[src/rtl/regfile_pkg.sv]
// Shared constants and types for the register-file write/read port controller.
// Defaults here match the 32 x 32-bit register file with r0 hard-wired to zero.
package regfile_pkg;
    localparam int DEF_DATA_W = 32;
    localparam int DEF_ADDR_W = 5;
    localparam int REG_ZERO   = 0;
    localparam int NUM_WR_REQ = 2;

    typedef logic [NUM_WR_REQ-1:0] req_vec_t;
endpackage

[src/rtl/regfile_port_arbiter_rr_arb2.sv]
// Two-way round-robin arbiter; owns the last-granted pointer.
// When both requesters are valid, the one that was not granted last wins.
module rr_arb2
    import regfile_pkg::*;
(
    input  logic     clk,
    input  logic     rst,
    input  logic     freeze,
    input  req_vec_t vld,
    output req_vec_t gnt
);
    logic last_gnt_reg;

    always_comb begin
        gnt = '0;
        if (!freeze) begin
            unique case (vld)
                2'b01:   gnt = 2'b01;
                2'b10:   gnt = 2'b10;
                2'b11:   gnt = last_gnt_reg ? 2'b01 : 2'b10;
                default: gnt = '0;
            endcase
        end
    end

    // Pointer starts at 1 so that requester 0 wins the first conflict.
    always_ff @(posedge clk or posedge rst) begin
        if (rst) begin
            last_gnt_reg <= 1'b1;
        end else if (gnt[0]) begin
            last_gnt_reg <= 1'b0;
        end else if (gnt[1]) begin
            last_gnt_reg <= 1'b1;
        end
    end
endmodule

[src/rtl/regfile_port_arbiter.sv]
// Shares the register-file write port between ALU and load writeback and gates
// decode reads that would race an accepted or in-flight write.
module regfile_port_arbiter
    import regfile_pkg::*;
#(
    parameter int DATA_W = DEF_DATA_W,
    parameter int ADDR_W = DEF_ADDR_W
) (
    input  logic              clk,
    input  logic              rst,
    input  logic              freeze,
    input  logic              wr0_vld,
    output logic              wr0_rdy,
    input  logic [ADDR_W-1:0] wr0_addr,
    input  logic [DATA_W-1:0] wr0_data,
    input  logic              wr1_vld,
    output logic              wr1_rdy,
    input  logic [ADDR_W-1:0] wr1_addr,
    input  logic [DATA_W-1:0] wr1_data,
    input  logic              rd_vld,
    input  logic [ADDR_W-1:0] rd_rs_addr,
    input  logic [ADDR_W-1:0] rd_rt_addr,
    output logic              rd_stall,
    output logic [ADDR_W-1:0] rs_addr,
    output logic [ADDR_W-1:0] rt_addr,
    output logic              r_enable,
    output logic [ADDR_W-1:0] wd_addr,
    output logic [DATA_W-1:0] wd_data,
    output logic              w_enable
);
    localparam logic [ADDR_W-1:0] ZERO_ADDR = ADDR_W'(REG_ZERO);

    req_vec_t          gnt;
    logic              acc_fire;
    logic              acc_real;
    logic [ADDR_W-1:0] acc_addr;
    logic [DATA_W-1:0] acc_data;
    logic [ADDR_W-1:0] src_addr [2];
    logic [1:0]        src_hit;

    rr_arb2 u_arb (
        .clk    (clk),
        .rst    (rst),
        .freeze (freeze),
        .vld    ({wr1_vld, wr0_vld}),
        .gnt    (gnt)
    );

    assign wr0_rdy  = gnt[0];
    assign wr1_rdy  = gnt[1];
    assign acc_fire = |gnt;
    assign acc_addr = gnt[1] ? wr1_addr : wr0_addr;
    assign acc_data = gnt[1] ? wr1_data : wr0_data;
    // Writes to r0 are accepted to keep the handshake moving but never committed.
    assign acc_real = acc_fire && (acc_addr != ZERO_ADDR);

    always_ff @(posedge clk or posedge rst) begin
        if (rst) begin
            w_enable <= 1'b0;
            wd_addr  <= '0;
            wd_data  <= '0;
        end else begin
            w_enable <= acc_real;
            if (acc_real) begin
                wd_addr <= acc_addr;
                wd_data <= acc_data;
            end
        end
    end

    assign rs_addr     = rd_rs_addr;
    assign rt_addr     = rd_rt_addr;
    assign src_addr[0] = rd_rs_addr;
    assign src_addr[1] = rd_rt_addr;

    // A source hits if it matches the write being accepted now or the one
    // being committed now; the register file value is stale in both cases.
    for (genvar gi = 0; gi < 2; gi++) begin : g_hazard
        assign src_hit[gi] = (src_addr[gi] != ZERO_ADDR) &&
                             ((w_enable && (wd_addr == src_addr[gi])) ||
                              (acc_real && (acc_addr == src_addr[gi])));
    end

    assign rd_stall = rd_vld && (freeze || (|src_hit));
    assign r_enable = rd_vld && !rd_stall;
endmodule

[config.mk]
export PLATFORM = sky130hd
export DESIGN_NAME = regfile_port_arbiter
export DESIGN_NICKNAME = d
export VERILOG_FILES = /design/src/rtl/regfile_pkg.sv /design/src/rtl/regfile_port_arbiter_rr_arb2.sv /design/src/rtl/regfile_port_arbiter.sv
export SDC_FILE = /design/constraint.sdc
export NUM_CORES = 1
export LEC_CHECK = 0
export BUFFER_PORTS_ARGS = -buffer_cell sky130_fd_sc_hd__buf_4
export CELL_PAD_IN_SITES_DETAIL_PLACEMENT = 0
export CELL_PAD_IN_SITES_GLOBAL_PLACEMENT = 1
export CORE_UTILIZATION = 30
export CTS_BUF_LIST = sky130_fd_sc_hd__clkbuf_16
export DETAILED_ROUTE_END_ITERATION = 8
export PLACE_DENSITY_LB_ADDON = 0.1
export SYNTH_ARGS = -nofsm -noshare
export SYNTH_HDL_FRONTEND = slang
export SYNTH_SLANG_ARGS = --single-unit
export TNS_END_PERCENT = 50
[constraint.sdc]
create_clock -name clk -period 2.4 [get_ports clk]
set_input_delay 0.36 -clock clk [delete_from_list [all_inputs] [get_ports clk]]
set_output_delay 0.36 -clock clk [all_outputs]
set_load 0.1 [all_outputs]
# Word level (Yosys, flattened, before mapping)
# Index checks and enable logic that the tools add are counted.
[word_totals]
wordCells = 37
out_inout_bits = 52
reg_bits = 39
input_bits = 90
[op_classes]
mux = 7
eq_ne = 7
n_reduce_logical = 19
[op_table]
columns = ["op", "n"]
rows = [
  ["$mux W32", 1],
  ["$eq A5 B5 Y1", 4],
  ["$reduce_bool A5 Y1", 3],
  ["$logic_and A1 B1 Y1", 9],
  ["$pmux W2 S3", 1],
  ["$mux W5", 1],
  ["$eq A2 B2 Y1 const B", 2],
  ["$mux W2", 2],
  ["$reduce_or A2 Y1", 2],
  ["$logic_or A1 B1 Y1", 3],
  ["$eq A2 B1 Y1 const B", 1],
  ["$mux W1", 2],
  ["$reduce_bool A2 Y1", 1],
  ["$logic_not A1 Y1", 1],
]

# Depth between registers and ports, before layout
# Gate-level depths: netlist (run 1).
[logic_depth]
ltp_word = 14
depth_mapped = 9
depth_no_buf = 7

# Modules after synthesis
# From an unflattened synthesis (run 1), not the netlist that was laid out.
[hier_totals]
cells_unflattened = 226
area_unflattened_um2 = 2225.9
[by_module_without_submodules]
columns = ["mod", "seq_area_each_um2", "instances", "cells_each", "area_per_inst_um2"]
rows = [
  ["regfile_port_arbiter", 950.9, 1, 218, 2150.8],
  ["rr_arb2", 26.3, 1, 8, 75.1],
]

# Worst setup path before layout (run 1)
# OpenSTA, ideal clock, no wires.
[synth_path]
kind = "reg2out"
start = "register wd_addr[2]"
end = "output port r_enable"
required_time_ns = 2.040
n_path_buf = 0
stages_incl_launch_ff = 6
path_slack_ns = -1.348
arrival_ns = 3.388
path_cell_list = "dfrtp_1 > xnor2_1 > nand4_1 > nor4_1 > or3_4 > nor4b_2"
[synth_between]
elab_chain_len = 9
word_cells_on_any_way = 13
cone_classes = "eq/ne: 2; reduce/logical: 11"
[synth_rtl]
columns = ["item", "line_no", "text"]
rows = [
  ["start, declared", "regfile_port_arbiter.sv:27", "output logic [ADDR_W-1:0] wd_addr,"],
  ["start signal, assigned", "regfile_port_arbiter.sv:65", "wd_addr <= acc_addr;"],
  ["$eq A5 B5 Y1", "regfile_port_arbiter.sv:80", "((w_enable && (wd_addr == src_addr[gi])) ||"],
  ["$logic_and A1 B1 Y1", "regfile_port_arbiter.sv:80", ""],
  ["$logic_or A1 B1 Y1", "regfile_port_arbiter.sv:80", ""],
  ["$logic_and A1 B1 Y1", "regfile_port_arbiter.sv:79", "assign src_hit[gi] = (src_addr[gi] != ZERO_ADDR) &&"],
  ["$reduce_or A2 Y1 *", "regfile_port_arbiter.sv:84", "assign rd_stall = rd_vld && (freeze || (|src_hit));"],
  ["$logic_or A1 B1 Y1 *", "regfile_port_arbiter.sv:84", ""],
  ["$logic_and A1 B1 Y1 *", "regfile_port_arbiter.sv:84", ""],
  ["$logic_not A1 Y1 *", "regfile_port_arbiter.sv:85", "assign r_enable = rd_vld && !rd_stall;"],
  ["$logic_and A1 B1 Y1 *", "regfile_port_arbiter.sv:85", ""],
  ["end, declared", "regfile_port_arbiter.sv:26", "output logic r_enable,"],
]
# Every way passes the cells marked *; elsewhere a longest branch is shown, timed or not.

# Worst setup path after layout (run 1)
[layout_path]
start = "register u_arb.last_gnt_reg"
end = "output port rd_stall"
[layout_between]
elab_chain_len = 12
word_cells_on_any_way = 18
cone_classes = "eq/ne: 2; mux: 4; reduce/logical: 12"
[layout_rtl]
columns = ["item", "line_no", "text"]
rows = [
  ["start, declared", "regfile_port_arbiter_rr_arb2.sv:12", "logic last_gnt_reg;"],
  ["start signal, assigned", "regfile_port_arbiter_rr_arb2.sv:29", "last_gnt_reg <= 1'b1;"],
  ["start signal, assigned", "regfile_port_arbiter_rr_arb2.sv:31", "last_gnt_reg <= 1'b0;"],
  ["start signal, assigned", "regfile_port_arbiter_rr_arb2.sv:33", "last_gnt_reg <= 1'b1;"],
  ["$mux W2 *", "regfile_port_arbiter_rr_arb2.sv:20", "2'b11: gnt = last_gnt_reg ? 2'b01 : 2'b10;"],
  ["$pmux W2 S3 *", "regfile_port_arbiter_rr_arb2.sv:17", "unique case (vld)"],
  ["$mux W2 *", "regfile_port_arbiter_rr_arb2.sv:16", "if (!freeze) begin"],
  ["$mux W5", "regfile_port_arbiter.sv:52", "assign acc_addr = gnt[1] ? wr1_addr : wr0_addr;"],
  ["$reduce_bool A5 Y1", "regfile_port_arbiter.sv:55", "assign acc_real = acc_fire && (acc_addr != ZERO_ADDR);"],
  ["$logic_and A1 B1 Y1", "regfile_port_arbiter.sv:55", ""],
  ["$logic_and A1 B1 Y1", "regfile_port_arbiter.sv:81", "(acc_real && (acc_addr == src_addr[gi])));"],
  ["$logic_or A1 B1 Y1", "regfile_port_arbiter.sv:80", ""],
  ["$logic_and A1 B1 Y1", "regfile_port_arbiter.sv:79", ""],
  ["$reduce_or A2 Y1 *", "regfile_port_arbiter.sv:84", ""],
  ["$logic_or A1 B1 Y1 *", "regfile_port_arbiter.sv:84", ""],
  ["$logic_and A1 B1 Y1 *", "regfile_port_arbiter.sv:84", ""],
  ["end, declared", "regfile_port_arbiter.sv:23", "output logic rd_stall,"],
]
# Marks and branches as above.

==> results of run 1 <==
[how the worst max path moves through the flow]
stage                to  slack [ns]
6_report       rd_stall       -0.22
5_1_grt        rd_stall       -0.29
4_1_cts        r_enable       -0.18
3_5_place_dp   r_enable       -0.16
3_3_place_gp   r_enable       -0.11
2_1_floorplan  r_enable       -0.43
[per-stage QoR]
| step | TNS [ns] | hold slack [ns] | utilization | instances | setup WS [ns] |
|---|---|---|---|---|---|
| final | -0.414 | 0.215 | 0.510 | 547 | -0.221 |
| after global routing | -0.570 | 0.299 | 0.510 | 547 | -0.294 |
| after CTS | -0.361 | 0.238 | 0.510 | 547 | -0.182 |
| after detailed placement | -0.245 | 0.503 | 0.477 | 534 | -0.157 |
| after global placement | -0.210 | 0.492 | 0.477 | 534 | -0.109 |
| after floorplan | -1.49 | 0.445 | - | 289 | -0.435 |
[worst reg2reg max path, cell delays in order (launching register included)]
cell and delay [ns]:
sky130_fd_sc_hd__dfstp_2 0.55, sky130_fd_sc_hd__nand2_2 0.07, sky130_fd_sc_hd__nand2b_4 0.13, sky130_fd_sc_hd__buf_4 0.18, sky130_fd_sc_hd__nor3_2 0.06, sky130_fd_sc_hd__a211oi_4 0.22
sky130_fd_sc_hd__buf_4 0.58, sky130_fd_sc_hd__nor2_1 0.16, sky130_fd_sc_hd__a31oi_1 0.16
[per-layer routing]
layer	up-vias	routed length, µm
met1	1167	3240
met2	88	3660
li1	1278	-
met5	-	0
met4	0	124
met3	11	502
[cell usage after synthesis (all sizes together) (2+ instances only)]
master / count / share of area
nand2b: 2 / 0.012
o21ai: 2 / 0.0042
nand4: 2 / 0.0053
nor4b: 2 / 0.016
clkbuf: 6 / 0.0095
nand2: 77 / 0.12
nor2: 44 / 0.073
or4: 4 / 0.014
a21oi: 5 / 0.011
and2: 3 / 0.0079
dfrtp: 38 / 0.40
mux2i: 2 / 0.014
or2: 2 / 0.0053
xor2: 10 / 0.037
a2111oi: 3 / 0.014
inv: 5 / 0.0079
a31oi: 36 / 0.095
nor4: 3 / 0.0079
xnor2: 12 / 0.044
buf: 21 / 0.059
[layout make-up]
| class | count | share of cell area |
|---|---|---|
| timing repair buffer | 175 | 0.343 |
| multi-input combinational | 218 | 0.327 |
| clock inverter | 3 | 0.00957 |
| clock buffer | 5 | 0.0319 |
| tap | 102 | 0.0325 |
| sequential | 39 | 0.251 |
| inverter | 5 | 0.00542 |
[logic make-up (layout without fill, tap and decap cells)]
kind of cell | Yosys count | count (layout)
and+or+nand+nor | 143 | 143
AOI/OAI and AO/OA | 51 | 51
DFF | 39 | 39
buffers and inverters | 32 | 188
xor gates and xnor gates | 22 | 22
muxes | 2 | 2
[power breakdown]
part	switching (mW)	internal (mW)	total, mW	leakage (nW)
logic	1.09	0.402	1.50	1.35
registers	0.0683	0.761	0.830	0.432
clock network	0.255	0.483	0.737	0.0864
total	1.42	1.65	3.06	1.87
[repair_timing]
action,4_1_cts,5_1_grt
setup buffers,5,0
endpoints found under the setup margin,2,2
hold buffers,0,0
pin swaps,9,2
resized for setup,11,2
==> impl_summary.md, run 1 <==
Status
The run finished, with violations left. The final reports fail on negative setup slack.

Synthesis
The share of the synthesized netlist area taken by xor and xnor gates is 0.0809. The arithmetic-cell share of the synthesized area counting full adders, half adders and majority gates is 0. Of the post-synthesis cell area, the part taken by muxes is 0.0137. The prevailing post-synth register cell is sky130_fd_sc_hd__dfrtp_1. The distinct cell type count of the synthesized netlist is 39.

In the synthesized netlist the async set-or-reset flop fraction comes to 1.00. By area, the combinational part of the netlist is dominated by simple AND/OR/NAND/NOR gates. Synthesis produced a netlist whose cell count is 289. The count of flip-flops with a built-in enable after synthesis is 0. Counting every net in the synthesized netlist gives about 380. The sequential cell area fraction in the yosys report is 0.410. The post-synthesis instance area is 2380 µm². The average instance in the mapped netlist occupies about 8.2 µm². The number of synthesized register bits is 39. The number of warnings printed during yosys synthesis is 0. The basic-gate share of the synthesized area counting and, or, nand and nor cells is 0.277. The compound-gate portion of the synthesized area is 0.141.

Timing
The worst max-slew margin expressed relative to the limit is 0.516. The maximum frequency from static timing analysis is 382 MHz. The transition time of the tightest slew-check pin is 0.726 ns. Once routing completed, OpenROAD measured the worst setup slack at -0.221 ns. In the finished design, the share of the clock period the worst path needs comes to 1.09.

The setup skew after layout is 0.00301 ns. The max-slew violation count is 0. Setup repair after global routing could not meet its margin everywhere. The clock period minus worst slack is 2.62 ns. The number of failing hold endpoints at the final stage is 0. Setup violations remaining at the end of the flow were counted as 2.

Finish
The antenna diode count is 0. The sequential cell area in the final layout is 983 µm². Leaving out fill and tap cells, the most frequent cells in the layout are sky130_fd_sc_hd__buf_4 (171), sky130_fd_sc_hd__nand2_1 (76), sky130_fd_sc_hd__nor2_1 (42). The largest registers in the layout are wd_data x32, wd_addr x5. In the final layout, the multi-input gates occupy approximately 1300 µm². In the final layout, the share of cells above drive strength 1 is 0.465. The finished cells cover 3920 µm². The fill cell total of the finished layout is 775.

Ranked by flip-flop count, first place goes to wd_data. The net count of the finished layout is around 530. The register with the most flip-flops in the layout has 32 of them. The synthesis-to-finish area growth is 64.7%. The most common library cell in the layout ignoring fill and taps is sky130_fd_sc_hd__buf_4.

Clock tree
The H-tree was split into 2 levels. The cell sitting at the root of the clock tree is a sky130_fd_sc_hd__clkbuf_16. The worst-skew pair later-pin latency is 0.28 ns. The number of buffers between clock root and the deepest sink is 2. The clock transition time at the flip-flop clock pins of the worst setup and hold paths is 0.06 ns. The CTS buffer count is 5. The TritonCTS clock tree is yes. The number of clock sinks is 39.

Global routing
In the global route stage, met2 resource usage came out at 0.328. For met1 alone, demand over resource in global routing was 0.227. The total routing usage reported by global routing is 0.190. The pin count of the biggest net entering global routing is 75. The total overflow left after global routing is 0. The first global-routing pass estimated 12500 µm of wire.

The via count of the first global-routing pass came to 2568. In this run the most used layer during global routing was met2. For met3 alone, demand over resource in global routing was 0.0528.

The initial antenna violation count is 0.

Floorplanning
142 I/O pins were placed. The die is 91.1 µm tall. The full die area is a little over 8000 µm². The placeable core region is about 7700 µm². The floorplan die width is 91.1 µm.

The initial utilization of the core area, before any placement, comes to 0.310. The initialized floorplan defines 32 standard-cell rows.

Setup path
Of all nets on the critical path, the largest fanout is 6. The critical path is of the flop to primary output type. The worst register-to-register path has a setup slack of approximately 0.2 ns. The sum of buffers and inverters on the critical path is 2. The worst setup path is launched from a flop. In this run the critical register-to-register path is captured at wd_data[20].

The family with the most delay on the worst path is simple AND/OR/NAND/NOR gates. Traced cell by cell, the critical path runs through nand2_2 -> nand2b_4 -> inv_4 -> and3_1 -> a2111oi_2 -> and4_4 -> o31a_1 -> buf_12. At the worst endpoint, the required time is slightly above 2 ns. For the worst setup path, the data arrival time is 2.26 ns. The master of the slowest instance on the critical path is sky130_fd_sc_hd__dfstp_2. The largest single stage delay on the critical path is approximately 0.55 ns. Tracing the worst setup path back leads to its startpoint at u_arb.last_gnt_reg. The worst register-to-register path begins at u_arb.last_gnt_reg. The critical path crosses 8 cells after its start point.

The number of cells on the worst reg-to-reg path is 8. The endpoint type of the worst setup path is a primary output.

Routing
The residual antenna-violating net count after detailed routing is 0. In the final routed layout, each cell accounts on average for 13.8 µm. The average via count per standard cell is 4.65.

The first TritonRoute pass finished after 6 iterations. The DRC violation count after routing is 0. The vias after detailed routing is 2544.

For this block, the routed nets add up to about 7500 µm of wire. The violation count after the first detailed-routing iteration is 49.

Worst hold path
The min-delay analysis places its worst path in the category input pin to asynchronous set/reset pin.

Power and ir drop
The power per unit of standard cell area is 781 nW/µm². The design draws 3.06 mW. For this design the static power due to leakage is 1.87 nW. The worst-case IR drop observed on VDD is 313 µV.

Placement
The cell area reported after detailed placement is 3660 µm². The number of buffer cells added on primary ports is 141. The final weighted congestion of routability-driven global placement is between 0.8 and 0.9. Once detailed placement completed, the half-perimeter wirelength came to around 5600 µm.

Job
Across the run, the number of max-cap violations was 0.
(Power assumes the default switching activity.)
==> run 2: changes to the inputs <==
Clock period 2.4 ns to 3.2 ns, I/O delays scaled along.
==> run 2 against run 1 <==
The run now ends clean; worst setup slack better by 0.48 ns; register-to-register slack better by 0.80 ns; clock skew is 0.0032 ns higher; sequential power is 25% lower; critical path depth is 1 higher; hold slack worse by 0.18 ns; utilization is 3.3 points lower; count of clock-buffer cells in the layout stayed put; critical path type unchanged; largest power group unchanged.
==> impl_summary.md, run 2 (synthesized netlist as in run 1, its figures left out) <==
Timing
The clock period minus worst slack is 2.94 ns. The number of failing hold endpoints at the final stage is 0. The transition time of the tightest slew-check pin is 0.704 ns. In the finished design, the share of the clock period the worst path needs comes to 0.919. Setup slack closes at 0.259 ns. The max-slew violation count is 0. The total negative slack is 0 ns.

The maximum frequency from static timing analysis is between 300 and 400 MHz. The count of endpoints failing setup in the final report is 0. Setup repair after global routing left no endpoint under its margin. The setup skew after layout is 0.00620 ns. Measured against its own limit, the worst slew margin works out to 0.530.

Floorplanning
The number of rows created at floorplan is 32. The vertical die dimension is between 90 and 100 µm. The core region is 7690 µm². The floorplan die width is 91.1 µm.

The full die area is 8300 µm². The initial standard-cell utilization of the core is 0.310. In this run the count of I/O pins placed on the die edge is around 140.

Power and ir drop
The maximum vdd ir drop is 278 µV. The analysis attributes to cell leakage a power of 1.74 nW. The power per unit of standard cell area is around 600 nW/µm².

Clock tree
The CTS buffer count is 5. The worst-skew pair later-pin latency is 0.28 ns. The clock drives 39 sinks. TritonCTS built the clock tree.

The number of buffers between clock root and the deepest sink is 2. The root buffer cell chosen for the clock tree is sky130_fd_sc_hd__clkbuf_16. The number of levels in the clock H-tree is 2. Clock-pin slew was measured on the worst setup and hold paths at 0.06 ns. The post-cts sizing count is 0.

Global routing
The via count of the first global-routing pass is 2494. The initial antenna violation count is 0. The total routing usage reported by global routing is 0.185. After global routing the overflow that remains totals 0. The wire length of the first global-routing pass is 12200 µm. The pin count of the biggest net entering global routing is 75.

Routing
In this run the remaining antenna-violating nets after routing total 0. For this run, design rule violations remaining after detail routing come to 0. Dividing the detail-routed via count by the number of cells gives 4.75. After detailed routing, the average wire length per cell comes to 13.9 µm. The routed layout has 2495 vias. The overall routed net length is 7320 µm. The first-pass iteration count of the detailed router is 6. The violation count after the first detailed-routing iteration is 93.

Setup path
The family with the most delay on the worst path is buffers and inverters. On the critical path, the stage with the largest delay is an instance of sky130_fd_sc_hd__dfstp_2. The instance count on the critical path is 9. The critical path launch point type is a flop. Walking the worst path, the cells encountered are nand2_1 -> nand2b_4 -> buf_12 -> buf_4 -> o211ai_1 -> nand2_1 -> and4_1 -> o31a_1 -> buf_4. Counting both buffers and inverters, the worst setup path holds a total of 3.

The worst register-to-register path has a setup slack of 1.00 ns. The worst endpoint required time is 2.72 ns. The endpoint type of the worst setup path is a primary output. The critical path class is flop to primary output. The number of cells on the worst reg-to-reg path is 8. The worst setup path endpoint is rd_stall.

In this run the critical register-to-register path is captured at wd_data[22]. The critical path starts at u_arb.last_gnt_reg. The startpoint identified for the worst register-to-register timing path is u_arb.last_gnt_reg. Of all nets on the critical path, the largest fanout is 26. At the worst endpoint, the arrival time is approximately 2.5 ns.

In this design, the stage delay of the slowest critical-path cell is 0.54 ns.

Placement
Prior to clock tree synthesis, the placed netlist has a worst setup slack of 0.322 ns. The count of buffers added on input and output ports is 141. The cell total after placement is 510. After legalization and detailed placement, the total HPWL measured between 5000 and 6000 µm. The final weighted congestion of routability-driven global placement is 0.837.

Finish
The sequential cell area in the final layout is 977 µm². The largest registers in the layout are wd_data x32, wd_addr x5. Of the cells placed in the final design, the portion with a size suffix greater than 1 is 0.414. The fill cell total of the finished layout is 815. The largest register by flop count is wd_data. The final net count is 512.

0 antenna diodes ended up in the layout. Leaving out fill and tap cells, the most frequent cells in the layout are sky130_fd_sc_hd__buf_4 (152), sky130_fd_sc_hd__nand2_1 (77), sky130_fd_sc_hd__nor2_1 (42). The most common library cell in the layout ignoring fill and taps is sky130_fd_sc_hd__buf_4. The multi-input combinational cell area is 1240 µm².

The core utilization of the finished layout is 0.477. Leaving out filler cells and counting taps, the final layout contains 525. The flip-flop count of the largest register, all copies and words added is 32. The synthesis-to-finish area growth is 54.0%.

Job
Across the run, the number of max-cap violations was 0.

Worst hold path
The class of the worst hold path is input pin to asynchronous set/reset pin.

Status
The run finished with clean final reports.
[run 2: repair_timing]
action | CTS | global route
endpoints found under the hold margin | 0 | 0
setup buffers | 0 | 7
hold buffers | 0 | 0
endpoints found under the setup margin | 0 | 1
[run 2: how the worst min path moves through the flow]
stage                  startpoint                 end  slack, ns  depth (start not counted)
2_1_floorplan  u_arb.last_gnt_reg  u_arb.last_gnt_reg       0.46                          2
3_3_place_gp                  rst         wd_data[24]       0.33                          2
3_5_place_dp                  rst         wd_data[24]       0.33                          2
4_1_cts                       rst         wd_data[24]       0.03                          2
5_1_grt                       rst         wd_data[24]       0.03                          2
6_report                      rst         wd_data[24]       0.03                          2
[run 2: layout make-up]
cell class / instances / area share
clock buffers: 5 / 0.0341
clock inverters: 3 / 0.00444
inverters: 5 / 0.00512
multi-input cells: 218 / 0.338
flip-flops and latches: 39 / 0.267
well taps: 102 / 0.0348
repair buffers: 153 / 0.317
[run 2: routing by layer]
metal | global-route usage | share of wire
met1 | 0.232 | 0.43
met2 | 0.306 | 0.47
met3 | 0.0553 | 0.085
met4 | 0.0529 | 0.0098
met5 | 0 | 0
[run 2: stage by stage]
| step | hold WS (ns) | instance area [µm²] | power (mW) |
|---|---|---|---|
| after global routing | 0.0297 | 3670 | 2.30 |
| after global placement | 0.329 | 3460 | 1.71 |
| after detailed placement | 0.329 | 3460 | 1.71 |
| final | 0.0337 | 3670 | 2.19 |
| after floorplan | 0.465 | 2390 | 1.43 |
| after CTS | 0.0261 | 3600 | 2.21 |
[run 2: report_power, final]
part           switching (mW)  internal, mW  total [mW]
Sequential             0.0525         0.569       0.621
Clock                   0.196         0.285       0.481
Combinational           0.810         0.278        1.09
Total                    1.06          1.13        2.19
==> run 3: changes to the inputs <==
Settings changed: ABC_AREA set to 1.
==> run 3 against run 2 <==
Final cell count up 7.0%; maximum frequency up 3.9%; combinational power up 37%; utilization down 1.0 points; cell area up 0.41%; synthesized area up 4.6%; sequential power up 9.0%; via count up 2.4%; synthesized cell count up 15%; die area up 4.5%; critical path type unchanged; largest power group unchanged.
==> impl_summary.md, run 3 <==
Finish
Leaving out fill and tap cells, the most frequent cells in the layout are sky130_fd_sc_hd__buf_4 (145), sky130_fd_sc_hd__nand2_1 (110), sky130_fd_sc_hd__nor2_1 (39). Ranked by flip-flop count, first place goes to wd_data. The register with the most flip-flops in the layout has 32 of them. The fill cell total of the finished layout is roughly 800. The largest registers in the layout are wd_data x32, wd_addr x5.

The net count of the finished layout is 551. The antenna diode count is 0. After routing the design area is between 3000 and 4000 µm². Of the cells placed in the final design, the portion with a size suffix greater than 1 is 0.407.

The library cell used most frequently in the layout, excluding fill and tap cells, is sky130_fd_sc_hd__buf_4. Compared with the post-synthesis result, the final layout area differs by 47.8%.

Clock tree
The worst-skew pair later-pin latency is ~0.27 ns. The root buffer cell is sky130_fd_sc_hd__clkbuf_16. Clock-pin slew was measured on the worst setup and hold paths at 0.06 ns. The number of clock buffers added by TritonCTS is 5. Clock tree synthesis found a total of 39 sinks. The post-CTS setup buffer count is 0. The TritonCTS clock tree is yes. For this design, the CTS-stage hold fixing added 0 buffers. In this run the number of H-tree levels came out at 2.

In this run the deepest clock path goes through 2 buffers. The post-cts sizing count is 0.

Global routing
The initial antenna violation count is 0. The overall overflow remaining after global route is 0. The pin count of the biggest net entering global routing is 69. The wire length of the first global-routing pass is 12100 µm. The total routing usage reported by global routing is 0.178. The via count of the first global-routing pass is roughly 2500.

Power and ir drop
The static leakage is between 1.5 and 2 nW. Overall power consumption after layout is estimated at 2.62 mW. Power spread over the standard cell area amounts to 712 nW/µm². The maximum vdd ir drop is 323 µV.

Setup path
The number of buffers and inverters on the critical path is 1. The number of cells on the worst reg-to-reg path is 12. The largest individual stage delay along the critical path comes from the cell sky130_fd_sc_hd__dfstp_2.

The most common cell type on the critical path is sky130_fd_sc_hd__nand2_1. The delay of the slowest cell on the worst path is 0.55 ns. The worst endpoint required time is 2.72 ns. The critical path launch point type is a flop. The setup path with the least slack is of type flop to primary output. In this run the worst path has a maximum fanout of 9. The arrival time at the worst endpoint is 2.35 ns.

The critical path goes through nand2_2 -> nand3_2 -> nand2_1 -> nand2_1 -> nand3_1 -> nor2_2 -> nor2_4 -> nand2_1 -> nand2_1 -> nand2_1 -> nand3_1 -> nor2_1 -> buf_4. The startpoint identified for the worst register-to-register timing path is u_arb.last_gnt_reg. Among cell families on the critical path, the largest total delay comes from simple AND/OR/NAND/NOR gates. In this run the critical register-to-register path is captured at wd_addr[3].

The endpoint type of the worst setup path is a primary output. The worst reg-to-reg setup slack is 0.80 ns.

Synthesis
The average cell area after synthesis is 7.48 µm². For this run, the register share of the synthesized area comes to 0.392. In the synthesized netlist, the cells that appear most often are sky130_fd_sc_hd__nand2_1 (110), sky130_fd_sc_hd__nor2_1 (41), sky130_fd_sc_hd__dfrtp_1 (38).

The number of different library cells used by synthesis comes to 28. In this run the cell area of the synthesized design comes to 2490 µm². For this run, the number of Yosys warnings is 0. In the post-synthesis netlist, the cell with the most instances is sky130_fd_sc_hd__nand2_1. The post-synthesis cell count is approximately 330. Yosys mapped a number of flops with a built-in enable equal to 0. For this run, the leading register cell type out of synthesis is sky130_fd_sc_hd__dfrtp_1.

The number of nets in the synthesized netlist is 423. In this run, synthesis produced a sequential element count of 39. Of all flip-flops after synthesis, the portion carrying an async set or reset was 1.00. The share of the synthesized area in the top cell type is 0.382. The cell accounting for the most synthesized area is sky130_fd_sc_hd__dfrtp_1. After synthesis, the cell types taking the most area are sky130_fd_sc_hd__dfrtp_1 (38%), sky130_fd_sc_hd__nand2_1 (17%), sky130_fd_sc_hd__a31oi_2 (10%).

Timing
Across all setup checks in the final design, the least slack found is approximately 0.37 ns. The period utilization is 0.884. The worst max-slew margin expressed relative to the limit is 0.495. Setup violations remaining at the end of the flow were counted as 0.

The smallest hold slack is 0.234 ns. The max-slew violation count is 0. The transition time of the tightest slew-check pin is 0.757 ns. The smallest clock period supported by the final layout is computed as 2.83 ns.

The number of failing hold endpoints at the final stage is 0. Derived from the worst setup path, the maximum achievable clock frequency is 353 MHz. Setup total negative slack on the finished layout was measured at 0 ns.

Setup repair after global routing left no endpoint under its margin. The setup skew after layout is 0.00290 ns.

Floorplanning
The total area inside the core boundary comes to 7890 µm². In this run the horizontal extent of the chip is 93.1 µm. The initial standard-cell utilization of the core is 0.316.

The die covers around 8700 µm². The die is 93.1 µm tall. The initialized floorplan defines 32 standard-cell rows.

The top-level I/O count is between 100 and 150.

Routing
The residual antenna-violating net count after detailed routing is 0. The overall routed net length is 7390 µm. For this run, design rule violations remaining after detail routing come to 0. The first detailed-routing pass took 4 iterations. Using the TritonRoute via totals, the vias-per-cell ratio works out to 4.55. The violation count after the first detailed-routing iteration is 85. After detailed routing, the average wire length per cell comes to 13.2 µm. The vias after detailed routing is 2556.

Job
The number of violations of the max-capacitance limit is 0.

Placement
The number of buffer cells added on primary ports is roughly 140. Once placement finished, the instance area stood at 3550 µm². The final HPWL from detailed placement is 5620 µm.

The pre-CTS worst setup slack is 0.559 ns. The final weighted congestion of routability-driven global placement is 0.839.

Status
The run finished with clean final reports.

Worst hold path
The path class of the tightest hold or removal check is input pin to asynchronous set/reset pin.
-- run 3: changes by cell type after synthesis, sizes merged, moves of 3 or more --
cell / previous run / this run
inv: 5 / 30
nand3: 0 / 25
nand2: 77 / 114
xor2: 10 / 2
xnor2: 12 / 1
a31oi: 36 / 32
nor4: 3 / 0
and2: 3 / 0
or4: 4 / 0
buf: 21 / 18
o21ai: 2 / 9
a2111oi: 3 / 0
-- run 3: layer usage --
metal | routed length, µm | global-route usage | vias to the layer above | part of all wire
met5 | 0 | 0 | - | 0
met4 | 165 | 0.0615 | 0 | 0.022
met3 | 520 | 0.0512 | 15 | 0.070
met2 | 3630 | 0.312 | 90 | 0.49
met1 | 3070 | 0.207 | 1126 | 0.42
li1 | - | - | 1325 | -
-- run 3: cell type report --
class	instances	area, µm²	share of cell area
Multi-Input combinational cell	240	1250	0.339
Clock inverter	1	3.75	0.00102
Clock buffer	5	125	0.0340
Tap cell	102	128	0.0347
Inverter	30	113	0.0306
Timing Repair Buffer	145	1090	0.296
Sequential cell	39	977	0.265
-- run 3: how the worst max path moves through the flow --
stage	endpoint	cells past startpoint	startpoint
after floorplan	r_enable	8	wd_addr[0]
after global placement	r_enable	15	wr0_vld
after detailed placement	r_enable	15	wr0_vld
after CTS	r_enable	13	u_arb.last_gnt_reg
after global routing	r_enable	13	u_arb.last_gnt_reg
final	r_enable	13	u_arb.last_gnt_reg
-- run 3: kinds of logic after synthesis --
kind of cell              count (synthesis)  share of synthesized area
DFF                                      39                      0.392
xor gates and xnor gates                  3                     0.0106
AOI/OAI and AO/OA                        49                      0.170
and+or+nand+nor                         188                      0.316
buffers and inverters                    54                      0.111
-- run 3: where the power goes --
group / switching, mW / total [mW] / leakage (nW) / internal, mW
Clock: 0.175 / 0.452 / 0.0669 / 0.277
Combinational: 1.15 / 1.49 / 1.35 / 0.342
Sequential: 0.0726 / 0.677 / 0.440 / 0.604
-- run 3: through the flow --
stage	utilization	instances
after floorplan	-	333
after global routing	0.467	562
after detailed placement	0.450	556
final	0.467	562
after global placement	0.450	556
after CTS	0.467	562
